--- src/rtl/pc_gen_pkg.sv ---
// Shared types and defaults for the fetch-stage program-counter generator.
package pc_gen_pkg;

  typedef enum logic {
    IDLE = 1'b0,
    RUN  = 1'b1
  } pc_state_e;

  localparam int          DEF_WIDTH      = 32;
  localparam int          DEF_INST_BYTES = 4;
  localparam logic [63:0] DEF_RESET_PC   = 64'h0;
  localparam int          DEF_RAS_DEPTH  = 4;

  // Number of low PC bits that are always zero for a given fetch granule.
  function automatic int align_bits(input int inst_bytes);
    return $clog2(inst_bytes);
  endfunction

endpackage

--- src/rtl/pc_ras.sv ---
// Return-address stack: circular buffer, pushes past full overwrite the oldest entry.
module pc_ras
  import pc_gen_pkg::*;
#(
  parameter int WIDTH = DEF_WIDTH,
  parameter int DEPTH = DEF_RAS_DEPTH
) (
  input  logic             clk_i,
  input  logic             rst_i,
  input  logic             push_i,
  input  logic             pop_i,
  input  logic [WIDTH-1:0] push_data_i,
  output logic [WIDTH-1:0] top_o,
  output logic             empty_o,
  output logic             full_o
);

  localparam int               PTR_W    = $clog2(DEPTH);
  localparam int               CNT_W    = PTR_W + 1;
  localparam logic [PTR_W-1:0] PTR_ONE  = PTR_W'(1);
  localparam logic [CNT_W-1:0] CNT_ONE  = CNT_W'(1);
  localparam logic [CNT_W-1:0] CNT_FULL = CNT_W'(DEPTH);

  // ptr_q addresses the next free slot; the top of stack sits one below it.
  logic [PTR_W-1:0] ptr_q, ptr_d;
  logic [CNT_W-1:0] cnt_q, cnt_d;
  logic             empty_q, full_q;
  logic [WIDTH-1:0] mem_q [DEPTH];

  // Pointer/count update; push wins if both are ever asserted together.
  always_comb begin
    ptr_d = ptr_q;
    cnt_d = cnt_q;
    if (push_i) begin
      ptr_d = ptr_q + PTR_ONE;
      if (cnt_q != CNT_FULL) cnt_d = cnt_q + CNT_ONE;
    end else if (pop_i && (cnt_q != '0)) begin
      ptr_d = ptr_q - PTR_ONE;
      cnt_d = cnt_q - CNT_ONE;
    end
  end

  // Control state and flags; flags track the post-edge count.
  always_ff @(posedge clk_i) begin
    if (!rst_i) begin
      ptr_q   <= '0;
      cnt_q   <= '0;
      empty_q <= 1'b1;
      full_q  <= 1'b0;
    end else begin
      ptr_q   <= ptr_d;
      cnt_q   <= cnt_d;
      empty_q <= (cnt_d == '0);
      full_q  <= (cnt_d == CNT_FULL);
    end
  end

  // Entry storage; contents are meaningless once the count is cleared.
  always_ff @(posedge clk_i) begin
    if (rst_i && push_i) mem_q[ptr_q] <= push_data_i;
  end

  assign top_o   = mem_q[ptr_q - PTR_ONE];
  assign empty_o = empty_q;
  assign full_o  = full_q;

endmodule

--- src/rtl/pc_gen.sv ---
// Fetch-stage PC generator: IDLE/RUN control, redirect/stall/call/return next-PC mux.
//
//   state | meaning
//   IDLE  | fetch paused, pc held (redirect still loads it), pc_valid_o = 0
//   RUN   | fetching, pc_o valid, next PC chosen by priority mux
module pc_gen
  import pc_gen_pkg::*;
#(
  parameter int               WIDTH      = DEF_WIDTH,
  parameter int               INST_BYTES = DEF_INST_BYTES,
  parameter logic [WIDTH-1:0] RESET_PC   = WIDTH'(DEF_RESET_PC),
  parameter int               RAS_DEPTH  = DEF_RAS_DEPTH
) (
  input  logic             clk_i,
  input  logic             rst_i,
  input  logic             start_i,
  input  logic             stall_i,
  input  logic             redirect_i,
  input  logic [WIDTH-1:0] redirect_pc_i,
  input  logic             call_i,
  input  logic [WIDTH-1:0] call_target_i,
  input  logic             ret_i,
  output logic [WIDTH-1:0] pc_o,
  output logic             pc_valid_o,
  output logic             ras_empty_o,
  output logic             ras_full_o
);

  localparam int ALIGN_BITS = align_bits(INST_BYTES);

  pc_state_e        state_q, state_d;
  logic [WIDTH-1:0] pc_q, pc_d;
  logic [WIDTH-1:0] pc_seq;
  logic [WIDTH-1:0] ras_top;
  logic             ras_push, ras_pop;
  logic             ras_empty, ras_full;

  function automatic logic [WIDTH-1:0] align_pc(input logic [WIDTH-1:0] a);
    return (a >> ALIGN_BITS) << ALIGN_BITS;
  endfunction

  // Wraps silently at 2^WIDTH.
  assign pc_seq = pc_q + WIDTH'(INST_BYTES);

  // State and PC registers.
  always_ff @(posedge clk_i) begin
    if (!rst_i) begin
      state_q <= IDLE;
      pc_q    <= RESET_PC;
    end else begin
      state_q <= state_d;
      pc_q    <= pc_d;
    end
  end

  // Next state, next PC and RAS requests.
  always_comb begin
    state_d  = state_q;
    pc_d     = pc_q;
    ras_push = 1'b0;
    ras_pop  = 1'b0;
    case (state_q)
      IDLE: begin
        if (start_i) state_d = RUN;
        if (redirect_i) pc_d = align_pc(redirect_pc_i);
      end
      RUN: begin
        if (!start_i) begin
          // Leaving RUN: only a redirect may move the PC so it is not lost.
          state_d = IDLE;
          if (redirect_i) pc_d = align_pc(redirect_pc_i);
        end else if (redirect_i) begin
          pc_d = align_pc(redirect_pc_i);
        end else if (stall_i) begin
          pc_d = pc_q;
        end else if (call_i) begin
          ras_push = 1'b1;
          pc_d     = align_pc(call_target_i);
        end else if (ret_i && !ras_empty) begin
          ras_pop = 1'b1;
          pc_d    = ras_top;
        end else begin
          // Includes a return with an empty stack; EX will redirect if wrong.
          pc_d = pc_seq;
        end
      end
      default: state_d = IDLE;
    endcase
  end

  // Moore outputs.
  always_comb begin
    pc_o        = pc_q;
    pc_valid_o  = (state_q == RUN);
    ras_empty_o = ras_empty;
    ras_full_o  = ras_full;
  end

  pc_ras #(
    .WIDTH (WIDTH),
    .DEPTH (RAS_DEPTH)
  ) u_ras (
    .clk_i       (clk_i),
    .rst_i       (rst_i),
    .push_i      (ras_push),
    .pop_i       (ras_pop),
    .push_data_i (pc_seq),
    .top_o       (ras_top),
    .empty_o     (ras_empty),
    .full_o      (ras_full)
  );

endmodule

--- config.mk ---
export PLATFORM = sky130hd
export DESIGN_NAME = pc_gen
export DESIGN_NICKNAME = d
export VERILOG_FILES = /design/src/rtl/pc_gen_pkg.sv /design/src/rtl/pc_ras.sv /design/src/rtl/pc_gen.sv
export SDC_FILE = /design/constraint.sdc
export NUM_CORES = 1
export LEC_CHECK = 0
export ABC_AREA = 1
export CAP_MARGIN = 20
export CORE_MARGIN = 2
export CORE_UTILIZATION = 35
export CTS_CLUSTER_DIAMETER = 120
export DETAILED_ROUTE_END_ITERATION = 8
export GPL_TIMING_DRIVEN = 0
export SKIP_CTS_REPAIR_TIMING = 1
export SLEW_MARGIN = 30
export SYNTH_ARGS = -nofsm -noshare
export SYNTH_HDL_FRONTEND = slang
export SYNTH_SLANG_ARGS = --single-unit
export TNS_END_PERCENT = 10
--- constraint.sdc ---
create_clock -name clk_i -period 3 [get_ports clk_i]
set_input_delay 0.9 -clock clk_i [delete_from_list [all_inputs] [get_ports clk_i]]
set_output_delay 0.9 -clock clk_i [all_outputs]
set_load 0.02 [all_outputs]
==> impl_metrics.csv, run 1 <==
group,metric,value,unit
layout,layout-drive-gt1-share,0.09462,
timing,final_report_setup_violation_count,0,
pwr,irDropWorstVdd,0.4074,mV
timing,hold_violations,0,
clocking,clock_tree_root,"sky130_fd_sc_hd__clkbuf_16",
pwr,power_per_cell_area,486.4,nW/um^2
die,placeableCoreArea,25040,um^2
synthesis,register_area_share_after_synthesis,0.5233,
detailed_routing,initialDrtViolationCount,685,
placement,portBuffers,100,
worst_setup_path,endpoint_kind_of_the_worst_setup_timing_path,"flip-flop",
timing,rsz_0062_raised_after_global_routing,"true",
worst_setup_path,cp-start-kind,"flip-flop",
job,drv_cap,0,
synthesis,synth-main-ff-cell,"sky130_fd_sc_hd__edfxtp_1",
worst_setup_path,worst-endpoint-required,3380,ps
synthesis,synth_fp_nets,1164,
global_route,first_global_vias,7651,
timing,final.min_clock_period,2816,ps
run_status,result_of_the_run,"completed",
clocking,cts_buffer_depth,2,
die,die_w,163.3,um
pwr,p_leak,4.185,nW
layout,stdcell_count,1556,
timing,finalClockSkew,12.14,ps
global_route,global_route.usage.total,0.2344,
placement,finalWeightedCongestion,0.9016,
synthesis,yosys.area.top_type_share,0.4330,
synthesis,asr_flop_ratio_synth,0,
clocking,clock_latency_at_the_later_pin_of_the_worst_skew_pair,440,ps
global_route,grt_first_pass_wirelength,46170,um
detailed_routing,vias,8197,
synthesis,synth_area_per_cell,8.181,um^2
timing,finalWorstSetupSlack,183.9,ps
synthesis,post_synth_inst_count,1085,
global_route,grt-ovfl-total,0,
placement,place_area,10450,um^2
synthesis,synth.yosys.warnings,0,
synthesis,synth_area_leader_cell,"sky130_fd_sc_hd__edfxtp_1",
clocking,cts_tree,"done",
global_route,grt_max_degree,21,
worst_setup_path,cp_max_fo,11,
synthesis,ys_seq_elements,168,
layout,postLayoutCellArea,11120,um^2
worst_setup_path,critical_path.reg2reg.startpoint,"u_ras.ptr_q[0]",
layout,final_core_util,0.4441,
detailed_routing,detail_route.first_pass.iterations,6,
clocking,clkSinkCount,168,
detailed_routing,drc,0,
timing,final_worst_path_period_share,0.9387,
die,floorplan.rows,58,
worst_setup_path,crit_start,"u_ras.ptr_q[0]",
synthesis,synth_cell_types,42,
layout,finish.net_count,1292,
timing,timing.final.max_slew_violations,0,
min_path,hp_class,"flip-flop to flip-flop",
worst_setup_path,criticalPathCategory,"flip-flop to flip-flop",
placement,dp_hpwl,22800,um
die,floorplan.die.height,163.3,um
layout,area_delta_synth_final,25.26,%
synthesis,number_of_enable_flip_flop_cells_after_synthesis,128,
synthesis,synth.most_common_cell,"sky130_fd_sc_hd__nand2_1",
detailed_routing,drt_wl_total,30700,um
synthesis,synth.cells.most_frequent,"sky130_fd_sc_hd__nand2_1 (293), sky130_fd_sc_hd__nor2_1 (151), sky130_fd_sc_hd__edfxtp_1 (128)",
timing,worst_slew_margin_rel,0.4151,
synthesis,synthTopCellsByArea,"sky130_fd_sc_hd__edfxtp_1 (43%), sky130_fd_sc_hd__nand2_1 (12%), sky130_fd_sc_hd__dfxtp_1 (9.0%)",
die,initial_core_util,0.3545,
timing,achievable-frequency,0.3551,GHz
detailed_routing,routedWlPerCell,19.73,um
die,die_ar,26650,um^2
placement,dp_slack,-674.9,ps
min_path,hold_path.startpoint,"u_ras.ptr_q[1]",
clocking,clk_transition_reported_paths,70,ps
synthesis,syn_std_cell_area,8876,um^2
die,floorplan.io_pins,106,
detailed_routing,antenna_violating_nets_post_route,0,
detailed_routing,route.detailed.vias_per_inst,5.268,
clocking,num_cts_buffers,17,
global_route,antenna_found_initial,0,
placement,numPlacedInstances,1520,
worst_setup_path,cp_data_arrival_time,3190,ps
timing,worst_pin_slew,877.4,ps
clocking,htree_num_levels,4,
layout,filler_cell_count,2488,
layout,antennaDiodeCount,0,
timing,setup-tns-final,0,ps
## per-layer routing
layer  GRT usage  share of wire  vias to the layer above
met1      0.3331           0.45                     3861
met5           0              0                        -
met3     0.03301          0.065                       51
met2      0.3721           0.46                      363
li1            -              -                     3922
met4     0.06919          0.022                        0
## critical path, cell delays in order, from the launching register on
cell and delay (ps):
sky130_fd_sc_hd__dfxtp_2 360, sky130_fd_sc_hd__buf_6 140, sky130_fd_sc_hd__clkinvlp_4 100, sky130_fd_sc_hd__buf_2 190
sky130_fd_sc_hd__buf_4 200, sky130_fd_sc_hd__ha_1 290, sky130_fd_sc_hd__clkbuf_4 190, sky130_fd_sc_hd__inv_2 120
sky130_fd_sc_hd__clkbuf_4 210, sky130_fd_sc_hd__o21ai_0 100, sky130_fd_sc_hd__o211ai_1 190, sky130_fd_sc_hd__nand2_1 100
sky130_fd_sc_hd__o21ai_2 240, sky130_fd_sc_hd__nand2_1 90, sky130_fd_sc_hd__nand2_1 60, sky130_fd_sc_hd__nand2_1 60
sky130_fd_sc_hd__a21oi_2 110
## logic make-up (layout without fill, tap and decap cells)
logic type | count (synthesis) | after routing | synth area share
AND/OR/NAND/NOR | 522 | 522 | 0.2432
AO/OA/AOI/OAI | 244 | 244 | 0.1525
flip-flops | 168 | 168 | 0.5233
buffers and inverters | 136 | 277 | 0.06202
adder cells (fa/ha/maj) | 8 | 8 | 0.01128
XOR/XNOR | 7 | 7 | 0.007753
## registers in the layout, indices dropped and copies added (netlist names)
name / flops
pc_o: 32
pc_valid_o: 1
u_ras.cnt_q: 3
u_ras.empty_o: 1
u_ras.full_o: 1
u_ras.mem_q: 128
u_ras.ptr_q: 2
## cell usage in the layout (no fill, tap or decap), types with 10 or more instances in the layout
master                            Yosys  final
sky130_fd_sc_hd__clkbuf_16            0     17
sky130_fd_sc_hd__clkdlybuf4s50_1      0     98
sky130_fd_sc_hd__nor2_1             151    147
sky130_fd_sc_hd__nand3_1             39     39
sky130_fd_sc_hd__buf_2               20     16
sky130_fd_sc_hd__inv_2               10     11
sky130_fd_sc_hd__edfxtp_1           128    128
sky130_fd_sc_hd__nor2_4               7     11
sky130_fd_sc_hd__nand2_1            293    292
sky130_fd_sc_hd__buf_4                4     10
sky130_fd_sc_hd__o21ai_0            118    115
sky130_fd_sc_hd__a21oi_1             59     59
sky130_fd_sc_hd__inv_1               65     64
sky130_fd_sc_hd__o211ai_1            23     23
sky130_fd_sc_hd__dfxtp_1             40     39
sky130_fd_sc_hd__clkbuf_1            26     23
sky130_fd_sc_hd__o22ai_1             13     13
## worst paths after layout
check	slack, ps	end	depth (start not counted)
worst max-delay path	180	pc_o[15]	16
worst min-delay path	520	u_ras.ptr_q[1]	2
worst max register to register	180	pc_o[15]	16
worst min register to register	520	u_ras.ptr_q[1]	2
## power breakdown
part	switching [mW]	total, mW	internal [mW]
Combinational	0.391	0.641	0.250
Clock	1.04	2.16	1.11
Sequential	0.0635	2.61	2.54
Total	1.50	5.41	3.91
## through the flow
step	total power, mW	hold slack [ps]
6_report	5.407	524.9
5_1_grt	5.579	558.9
4_1_cts	5.408	530.2
3_5_place_dp	3.283	519.5
3_3_place_gp	3.278	520.0
2_1_floorplan	2.964	483.4
## final cells by class
| type | count | area [um^2] | share of cell area |
|---|---|---|---|
| Sequential cell | 168 | 4646 | 0.4178 |
| Clock buffer | 17 | 425.4 | 0.03826 |
| Clock inverter | 15 | 150.1 | 0.01350 |
| Multi-Input combinational cell | 781 | 3725 | 0.3350 |
| Inverter | 79 | 300.3 | 0.02701 |
| Buffer | 57 | 285.3 | 0.02566 |
| Tap cell | 330 | 412.9 | 0.03714 |
| Timing Repair Buffer | 109 | 1174 | 0.1056 |
Power figures use the tool's default switching activity.
==> run 2: changes to the inputs <==
- RECOVER_POWER: unset -> 100
==> impl_metrics.csv, run 2 (synthesis gave the netlist of run 1 again) <==
group,metric,value,unit
run_status,result_of_the_run,"completed",
global_route,global_route.usage.total,0.2344,
detailed_routing,routed-wl-met2,14310,um
die,floorplan.rows,58,
global_route,grt_max_degree,21,
die,die_w,163.3,um
pwr,intPower,3.906,mW
detailed_routing,route.top_layer_used,"met4",
placement,dp_hpwl,22800,um
detailed_routing,drt_wl_total,30770,um
die,floorplan.die.height,163.3,um
layout,finish.net_count,1292,
pwr,p_clk_frac,0.400,
layout,filler_cell_count,2503,
worst_setup_path,endpoint_kind_of_the_worst_setup_timing_path,"flip-flop",
global_route,antenna_found_initial,0,
placement,portBuffers,100,
job,drv_cap,0,
layout,antennaDiodeCount,0,
layout,most_used_cells_in_the_layout_excluding_fill_and_tap_cells,"sky130_fd_sc_hd__nand2_1 (295), sky130_fd_sc_hd__nor2_1 (152), sky130_fd_sc_hd__edfxtp_1 (128)",
layout,top_register,"u_ras.mem_q",
timing,rsz_0062_raised_after_global_routing,"true",
detailed_routing,routedWlPerCell,19.77,um
timing,worst_slew_margin_rel,0.4156,
pwr,power.switching,1.499,mW
pwr,p_leak,4.181,nW
detailed_routing,drc,0,
timing,hold_violations,0,
clocking,htree_num_levels,4,
pwr,p_total,5.405,mW
timing,final_report_setup_violation_count,0,
global_route,grt-ovfl-total,0,
die,floorplan.io_pins,106,
detailed_routing,initialDrtViolationCount,715,
pwr,irDropWorstVdd,0.4054,mV
detailed_routing,detail_route.first_pass.iterations,7,
layout,layout-drive-gt1-share,0.08646,
min_path,hp_class,"flip-flop to flip-flop",
timing,timing.final.max_slew_violations,0,
pwr,power_switching_share,0.2773,
die,die_ar,26650,um^2
clocking,clock_tree_root,"sky130_fd_sc_hd__clkbuf_16",
global_route,grt_first_pass_wirelength,46170,um
timing,worst_pin_slew,876.5,ps
detailed_routing,route.met3.wl,2293,um
pwr,power_per_cell_area,488.2,nW/um^2
die,initial_core_util,0.3545,
worst_setup_path,criticalPathCategory,"flip-flop to flip-flop",
pwr,combPwrFrac,0.118,
worst_setup_path,cp_max_fo,11,
timing,achievable-frequency,0.3516,GHz
timing,final_worst_path_period_share,0.9481,
layout,layout_commonest_cell,"sky130_fd_sc_hd__nand2_1",
die,placeableCoreArea,25040,um^2
global_route,first_global_vias,7651,
clocking,clk_transition_reported_paths,70,ps
detailed_routing,antenna_violating_nets_post_route,0,
worst_setup_path,worst-endpoint-required,3380,ps
pwr,seq_power_share,0.482,
layout,final_core_util,0.4422,
worst_setup_path,cp_data_arrival_time,3220,ps
clocking,clock_latency_at_the_later_pin_of_the_worst_skew_pair,450,ps
detailed_routing,vias,8201,
clocking,cts_tree,"done",
clocking,num_cts_buffers,17,
layout,largest_register_ff_count,128,
clocking,cts_buffer_depth,2,
timing,final.min_clock_period,2844,ps
clocking,clkSinkCount,168,
placement,finalWeightedCongestion,0.9016,
timing,setup-tns-final,0,ps
worst_setup_path,cp-start-kind,"flip-flop",
detailed_routing,m1WireLength,13610,um
layout,area_delta_synth_final,24.74,%
timing,finalClockSkew,17.79,ps
detailed_routing,route.detailed.vias_per_inst,5.271,
-- run 2: cell count changes in the layout (fill, tap and decap cells not counted), sizes merged --
cell / before / now
clkdlybuf4s50: 98 / 93
dlygate4sd3: 0 / 5
buf: 37 / 36
clkbuf: 46 / 47
-- run 2: power by group through the flow --
stage,logic (mW),registers (mW),clock network (mW)
after global routing,0.695,2.61,2.27
after detailed placement,0.625,2.66,0
after CTS,0.628,2.61,2.17
after global placement,0.618,2.66,0
after floorplan,0.288,2.68,0
final,0.638,2.61,2.16
-- run 2: critical path: stages (launching register included) --
cell                         delay, ps
sky130_fd_sc_hd__dfxtp_2           360
sky130_fd_sc_hd__buf_6             140
sky130_fd_sc_hd__clkinvlp_4        100
sky130_fd_sc_hd__buf_2             190
sky130_fd_sc_hd__buf_4             200
sky130_fd_sc_hd__ha_1              290
sky130_fd_sc_hd__clkbuf_4          190
sky130_fd_sc_hd__inv_2             120
sky130_fd_sc_hd__clkbuf_4          210
sky130_fd_sc_hd__o21ai_0           100
sky130_fd_sc_hd__o211ai_1          210
sky130_fd_sc_hd__nand2_1           110
sky130_fd_sc_hd__o21ai_2           240
sky130_fd_sc_hd__nand2_1            90
sky130_fd_sc_hd__nand2_1            60
sky130_fd_sc_hd__nand2_1            60
sky130_fd_sc_hd__a21oi_2           110
-- run 2: path summary, 6_finish.rpt --
path | start | to | slack [ps] | cells after the start
worst max-delay path | u_ras.ptr_q[0] | pc_o[15] | 160 | 16
worst min-delay path | u_ras.ptr_q[1] | u_ras.ptr_q[1] | 530 | 2
worst max register to register | u_ras.ptr_q[0] | pc_o[15] | 160 | 16
worst min register to register | u_ras.ptr_q[1] | u_ras.ptr_q[1] | 530 | 2
-- run 2: cell type report --
| class | instances | area [um^2] | share of cell area |
|---|---|---|---|
| multi-input cells | 781 | 3682 | 0.3326 |
| flip-flops and latches | 168 | 4646 | 0.4196 |
| inverters | 79 | 300.3 | 0.02712 |
| repair buffers | 109 | 1174 | 0.1060 |
| clock inverters | 15 | 150.1 | 0.01356 |
| well taps | 330 | 412.9 | 0.03729 |
| clock buffers | 17 | 425.4 | 0.03842 |
| plain buffers | 57 | 281.5 | 0.02543 |
-- run 2: per-stage QoR --
step           cells  instance area, um^2  hold WS, ps  setup slack [ps]
2_1_floorplan   1085                 8876        483.4            -225.3
3_3_place_gp    1515                10290        520.0             -2365
3_5_place_dp    1520                10450        519.5            -674.9
4_1_cts         1552                11020        530.2            -522.7
5_1_grt         1556                11070        559.2            -93.08
6_report        1556                11070        525.1             155.7
-- run 2: metal layers --
metal,GRT usage,vias up
met5,0,-
met4,0.06919,0
met3,0.03301,42
met2,0.3721,375
met1,0.3331,3857
li1,-,3927
